==> config.mk <==
export PLATFORM = sky130hd
export DESIGN_NAME = hilo_divider
export DESIGN_NICKNAME = d
export VERILOG_FILES = /design/src/rtl/hilo_divider.sv
export SDC_FILE = /design/constraint.sdc
export NUM_CORES = 1
export LEC_CHECK = 0
export CORE_ASPECT_RATIO = 2
export CORE_UTILIZATION = 55
export DETAILED_ROUTE_END_ITERATION = 12
export PLACE_DENSITY = 0.84
export SLEW_MARGIN = 20
export SYNTH_ARGS = -nofsm -noshare
export SYNTH_HDL_FRONTEND = slang
export SYNTH_SLANG_ARGS = --single-unit
export TNS_END_PERCENT = 1
==> constraint.sdc <==
create_clock -name clk_i -period 16.81 [get_ports clk_i]
set_input_delay 3.362 -clock clk_i [delete_from_list [all_inputs] [get_ports clk_i]]
set_output_delay 3.362 -clock clk_i [all_outputs]
set_load 0.005 [all_outputs]
==> src/rtl/hilo_divider.sv <==
// hilo_divider: iterative radix-2 restoring divider for DIV/DIVU in EX.
// Remainder goes to HI, quotient to LO; EX is stalled until the one-cycle
// div_ready_o pulse. Signed divides run on magnitudes with a sign fix-up
// applied as the result is registered.
module hilo_divider #(
  parameter int WIDTH = 32,
  parameter int CNT_W = 6
) (
  input  logic             clk_i,
  input  logic             rst_i,
  input  logic             div_start_i,
  input  logic             div_signed_i,
  input  logic             ex_flush,
  input  logic [WIDTH-1:0] reg1_i,
  input  logic [WIDTH-1:0] reg2_i,
  output logic [WIDTH-1:0] hi_div_out,
  output logic [WIDTH-1:0] lo_div_out,
  output logic             div_ready_o,
  output logic             div_stallE
);

  typedef enum logic [1:0] {
    IDLE,
    ZERO,
    BUSY,
    DONE
  } state_t;

  localparam logic [CNT_W-1:0] LAST_ITER = CNT_W'(WIDTH - 1);

  state_t           state;
  logic [CNT_W-1:0] cnt;
  logic [WIDTH-1:0] rem;
  // Holds the dividend magnitude; quotient bits shift in from the LSB as
  // dividend bits shift out of the MSB into rem.
  logic [WIDTH-1:0] dvd;
  logic [WIDTH-1:0] dvr;
  logic             q_neg;
  logic             r_neg;

  logic [WIDTH:0]   rem_sh;
  logic [WIDTH:0]   diff;
  logic             q_bit;
  logic [WIDTH-1:0] rem_nx;
  logic [WIDTH-1:0] quo_nx;
  logic [WIDTH-1:0] rem_fix;
  logic [WIDTH-1:0] quo_fix;
  logic [WIDTH-1:0] abs_a;
  logic [WIDTH-1:0] abs_b;

  // One restoring step plus operand magnitudes and final sign fix-up.
  always_comb begin
    rem_sh  = {rem, dvd[WIDTH-1]};
    diff    = rem_sh - {1'b0, dvr};
    q_bit   = ~diff[WIDTH];
    rem_nx  = q_bit ? diff[WIDTH-1:0] : rem_sh[WIDTH-1:0];
    quo_nx  = {dvd[WIDTH-2:0], q_bit};
    quo_fix = q_neg ? (~quo_nx + 1'b1) : quo_nx;
    rem_fix = r_neg ? (~rem_nx + 1'b1) : rem_nx;
    abs_a   = (div_signed_i && reg1_i[WIDTH-1]) ? (~reg1_i + 1'b1) : reg1_i;
    abs_b   = (div_signed_i && reg2_i[WIDTH-1]) ? (~reg2_i + 1'b1) : reg2_i;
  end

  // EX stall request: held while a requested divide has no result yet.
  always_comb begin
    div_stallE = div_start_i & ~div_ready_o & ~ex_flush;
  end

  // Divider FSM with registered HI/LO results and ready pulse.
  always_ff @(posedge clk_i or negedge rst_i) begin
    if (!rst_i) begin
      state       <= IDLE;
      cnt         <= '0;
      rem         <= '0;
      dvd         <= '0;
      dvr         <= '0;
      q_neg       <= 1'b0;
      r_neg       <= 1'b0;
      hi_div_out  <= '0;
      lo_div_out  <= '0;
      div_ready_o <= 1'b0;
    end else begin
      div_ready_o <= 1'b0;
      if (ex_flush) begin
        state <= IDLE;
      end else begin
        case (state)
          IDLE: begin
            if (div_start_i) begin
              cnt <= '0;
              rem <= '0;
              if (reg2_i == '0) begin
                // Keep the raw dividend: it is returned unmodified as HI.
                dvd   <= reg1_i;
                dvr   <= '0;
                q_neg <= 1'b0;
                r_neg <= 1'b0;
                state <= ZERO;
              end else begin
                dvd   <= abs_a;
                dvr   <= abs_b;
                q_neg <= div_signed_i & (reg1_i[WIDTH-1] ^ reg2_i[WIDTH-1]);
                r_neg <= div_signed_i & reg1_i[WIDTH-1];
                state <= BUSY;
              end
            end
          end
          ZERO: begin
            hi_div_out  <= dvd;
            lo_div_out  <= '1;
            div_ready_o <= 1'b1;
            state       <= DONE;
          end
          BUSY: begin
            rem <= rem_nx;
            dvd <= quo_nx;
            cnt <= cnt + CNT_W'(1);
            if (cnt == LAST_ITER) begin
              hi_div_out  <= rem_fix;
              lo_div_out  <= quo_fix;
              div_ready_o <= 1'b1;
              state       <= DONE;
            end
          end
          DONE: begin
            // div_start_i still belongs to the finishing instruction here.
            state <= IDLE;
          end
          default: state <= IDLE;
        endcase
      end
    end
  end

endmodule

* Word-level counts from Yosys, hierarchy flattened
Index checks and enable logic that the tools add are counted.
** Operators by class
- Add/sub/neg operators :: 6
- Equal/unequal tests :: 8
- Multiplexer cells :: 27
- Bitwise logic cells :: 12
- Reductions and logical operators :: 10
** Operators with widths (count)
- 2-to-1 mux 32 bit :: 11
- case mux 32 bit (2 select lines) :: 4
- adder 32 x 1 -> 32 bit, second input constant :: 4
- inverter 32 bit :: 4
- subtractor 33 x 32 -> 33 bit :: 1
- logical NOT 32 bit :: 1
- case mux 6 bit (2 select lines) :: 1
- AND reduction 3 bit :: 3
- 2-to-1 mux 2 bit :: 4
- case mux 2 bit (4 select lines) :: 1
- adder 6 x 1 -> 6 bit, second input constant :: 1
- equality test 6 x 5 -> 1 bit, second input constant :: 1
- 2-to-1 mux 6 bit :: 1
- != test 3 bit, second input constant :: 2
- bitwise AND 1 bit :: 4
- equality test 2 bit, second input constant :: 2
- 2-to-1 mux 1 bit :: 4
- != test 2 bit, second input constant :: 2
- nonzero test 2 bit :: 2
- inverter 1 bit :: 3
- equality test 2 x 1 -> 1 bit, second input constant :: 1
- logical AND 1 bit :: 2
- logical NOT 2 bit :: 1
- case mux 1 bit (2 select lines) :: 1
- other kinds (2) :: 2
** Storage, ports and cells
- Flip-flop bits (word level) :: 171
- Bits of input ports :: 69
- Output and inout port bits :: 66
- Logic and storage cells :: 73

* Logic depth before layout (Yosys ltp)
- Word-level depth :: 7
- Gate-level depth with buffers :: 27
- Gate-level depth less buffers :: 23

* Worst setup path before layout
No wires, ideal clock.
- Path kind :: input to output
- Start :: input port ex_flush
- End :: output port div_stallE
- Arrival time :: 3.735 ns
- Required time :: 13.448 ns
- Setup slack :: 9.713 ns
- Cell stages on the path :: 2
- Buffers on the path :: 1
- Cells stage by stage :: clkbuf_1 nor3b_1
** Between the ends
- Cells in the longest elaborated chain, start to end :: 2
** RTL lines
- start: declaration :: line 13 : input logic ex_flush,
- inverter 1 bit (no source line)
- bitwise AND 1 bit :: line 66 : div_stallE = div_start_i & ~div_ready_o & ~ex_flush;
- end: declaration :: line 19 : output logic div_stallE
No other way between the ends.

* Worst setup path after layout
Same ends and word-level chain as after synthesis.

==> impl_table.tex <==
\begin{tabular}{lr}
\hline
Metric & Value \\
\hline
\multicolumn{2}{l}{\textbf{Run status}} \\
Result of the run & finished clean \\
\multicolumn{2}{l}{\textbf{Yosys}} \\
Top FF cell, synth & dfrtp\_1 \\
Gate count of the mapped netlist & 1,496 \\
Count of different cell masters after synthesis & 75 \\
Biggest area consumer among synthesized cells & dfrtp\_1 \\
Flip-flop and latch count after synthesis & 171 \\
Number of nets in the synthesized netlist & 1,606 \\
Share of the synthesized area in the top cell type & 0.3460 \\
Sequential share of the synthesized area & 0.3460 \\
Async SR Flop Fraction & 1.000 \\
Number of enable-type register cells in the synthesized netlist & 0 \\
Number of warnings reported in the yosys synthesis log & 0 \\
Netlist area before placement & 12,370 µm² \\
Syn Area/Cell & 8.267 µm² \\
Largest cells by area after synthesis & dfrtp\_1 35\%, o21ai\_0 5.9\%, nand2\_1 5.6\% \\
\multicolumn{2}{l}{\textbf{Timing}} \\
Time the worst path needs with I/O delays and setup & 8.105 ns \\
Tightest slew margin relative to the limit & 0.2548 \\
Final cycle utilization of the critical path & 0.4822 \\
Post-route clock skew & 0.007226 ns \\
Slew @ Worst Pin & 1.109 ns \\
Timing-limited maximum frequency & 123.4 MHz \\
Post-layout worst setup margin & 8.705 ns \\
Setup violations, final & 0 \\
Hold violation total from the final report & 0 \\
Final Slew Violations & 0 \\
Setup total negative slack & 0 ns \\
Setup repair after global routing missed its margin & no \\
\multicolumn{2}{l}{\textbf{Global route}} \\
Total global-route track usage & 0.3102 \\
Met2 track demand over resource & 0.5607 \\
Pin count of the biggest net entering global routing & 105 \\
Initial antenna violation count & 1 \\
Via count of the first global-routing pass & 11,632 \\
Met3 demand-to-capacity share in global routing & 0.04924 \\
Global routing usage on met1 & 0.3103 \\
Most Crowded Layer GR & met2 \\
First-pass GRT wire length & 56.19 mm \\
Total global routing overflow & 0 \\
\multicolumn{2}{l}{\textbf{CTS}} \\
Clock-pin slew on the worst setup and hold paths & 0.06 ns \\
Clock root buffer master & clkbuf\_16 \\
Clock insertion delay at the later pin of the skew report & 0.45 ns \\
TritonCTS buffer count & 17 \\
Clock net sink count & 171 \\
Post-CTS Repair Setup Buffers & 0 \\
Resized cells post-CTS & 0 \\
H-Tree Level Count & 4 \\
Count of hold-fix buffers inserted at cts & 0 \\
TritonCTS clock tree & yes \\
Deepest clock path buffer count & 2 \\
\multicolumn{2}{l}{\textbf{Worst setup path}} \\
Crit path required time & 13.45 ns \\
Largest fanout on the critical path & 9 \\
Crit Path Category & in2out \\
CP Launch Type & input port \\
Element type at the critical path end & output pin \\
Crit path arrival time & 4.74 ns \\
\multicolumn{2}{l}{\textbf{Placed design}} \\
Post-DP Area & 13,760 µm² \\
Estimated wirelength of the detail-placed design & 25.99 mm \\
Routability cong. & 0.9497 \\
Setup slack after placement & 8.699 ns \\
PortBufs & 134 \\
Dpl cells & 1,824 \\
\multicolumn{2}{l}{\textbf{Drt}} \\
Vias after detailed routing & 11,610 \\
Number of iterations in the first detailed-routing pass & 7 \\
DR iter-0 viols & 803 \\
Total Routed Length & 34.94 mm \\
Routed WL per cell & 18.82 µm \\
Antenna-violating nets left & 0 \\
Vias per inst & 6.255 \\
DRC violation count after routing & 0 \\
\multicolumn{2}{l}{\textbf{Power and ir drop}} \\
IR Drop Worst-Case VDD & 0.09293 mV \\
Power density normalized to cell area & 162.9 nW/µm² \\
Static Leak & 5.794 nW \\
\multicolumn{2}{l}{\textbf{Finish}} \\
Number of nets in the finished design & 1,677 \\
Final non-filler cell total & 1,856 \\
Area Growth Syn to Fin & 15.93\% \\
Fraction of final layout cells sized beyond drive strength 1 & 0.04813 \\
Count of fill cells added during filler insertion & 1,865 \\
Finished layout cell area & 14,340 µm² \\
Post-layout util & 0.6499 \\
\multicolumn{2}{l}{\textbf{Min path}} \\
Type of the most critical hold path & reg2reg \\
\multicolumn{2}{l}{\textbf{Floorplanning}} \\
Die height & 214.1 µm \\
Horizontal die dimension & 108.0 µm \\
Std cell rows & 77 \\
Initial core utilization & 0.5606 \\
Core area & 22,060 µm² \\
Boundary Pins & 135 \\
Total die area & 23,130 µm² \\
\multicolumn{2}{l}{\textbf{Job}} \\
Max-cap check violation count & 0 \\
\hline
\end{tabular}
## report_power, final
| group | internal [mW] | total (mW) | switching [mW] |
|---|---|---|---|
| registers | 0.562 | 0.727 | 0.166 |
| logic | 0.540 | 1.21 | 0.673 |
| clock network | 0.219 | 0.394 | 0.175 |
## path summary, 6_finish.rpt
path	from	to	slack, ns	cells after the start
max in group asynchronous	rst_i	dvr[5]	12.30	2
min in group asynchronous	rst_i	cnt[2]	3.05	1
min	dvr[11]	dvr[11]	0.48	2
min reg2reg	dvr[11]	dvr[11]	0.48	2
max	ex_flush	div_stallE	8.70	3
max reg2reg	dvd[31]	hi_div_out[30]	9.63	21
## cell families (layout without fill, tap and decap cells)
group / Yosys count / in the layout / share of synthesized area
muxes: 38 / 38 / 0.03096
DFF: 171 / 171 / 0.3460
buffers and inverters: 151 / 234 / 0.04977
and+or+nand+nor: 468 / 468 / 0.1787
other: 0 / 1 / 0
AOI/OAI and AO/OA: 476 / 476 / 0.2456
xor gates and xnor gates: 151 / 151 / 0.1069
adders and majority gates: 41 / 41 / 0.04208
## metal layers
layer,vias up,part of all wire
met5,-,0
li1,5530,-
met4,0,0.066
met2,442,0.53
met1,5503,0.36
met3,135,0.047
## worst max-delay path, cell delays in order
cell	delay, ns
clkdlybuf4s50_1	0.59
nor3b_1	0.26
clkdlybuf4s50_1	0.53
## flip-flops by register name, summed over array words and instances, names as in the netlist
name	cells
r_neg	1
cnt	6
dvr	32
hi_div_out	32
rem	32
div_ready_o	1
state	2
dvd	32
q_neg	1
lo_div_out	32
## synth_stat cells (6+ instances only)
library cell and count:
nand2_1 186, dfrtp_1 171, o21ai_0 146, nor2_1 115, a21oi_1 112, xnor2_1 77
xor2_1 74, clkbuf_1 69, inv_1 58, ha_1 40, mux2i_1 36, o31ai_1 35
o22ai_1 32, o22a_1 28, nor3_1 23, nand3_1 20, or3_1 19, or4_1 17
nand4_1 15, and3_1 14, o21a_1 14, o41ai_1 14, nor4_1 12, o211ai_1 12
a31oi_1 11, a211oi_1 10, a21o_1 10, buf_2 10, nand2b_1 10, buf_1 7
or2_2 7, a211o_1 6, nor2b_1 6
## placed cells by master (no fill, tap or decap), types with 35 or more instances in the layout
master | synthesis | layout
a21oi_1 | 112 | 112
clkdlybuf4s50_1 | 0 | 133
dfrtp_1 | 171 | 171
ha_1 | 40 | 39
inv_1 | 58 | 58
mux2i_1 | 36 | 36
nand2_1 | 186 | 186
nor2_1 | 115 | 113
o21ai_0 | 146 | 146
o31ai_1 | 35 | 35
xnor2_1 | 77 | 77
xor2_1 | 74 | 74
## stage by stage
stage	hold WS, ns	total power, mW
after floorplan	0.4485	1.523
after global placement	0.4602	1.879
after detailed placement	0.4702	1.924
after CTS	0.4844	2.324
after global routing	0.4973	2.492
final	0.4770	2.335
## area by class of cell
class | count | area (µm²) | area share
antenna | 1 | 2.502 | 0.0001745
clock buffer | 18 | 429.2 | 0.02993
clock inverter | 13 | 146.4 | 0.01021
inverter | 59 | 224.0 | 0.01562
multi-input combinational | 1174 | 7495 | 0.5227
sequential | 171 | 4279 | 0.2984
tap | 276 | 345.3 | 0.02408
timing repair buffer | 144 | 1418 | 0.09887
Power figures use the tool's default switching activity.
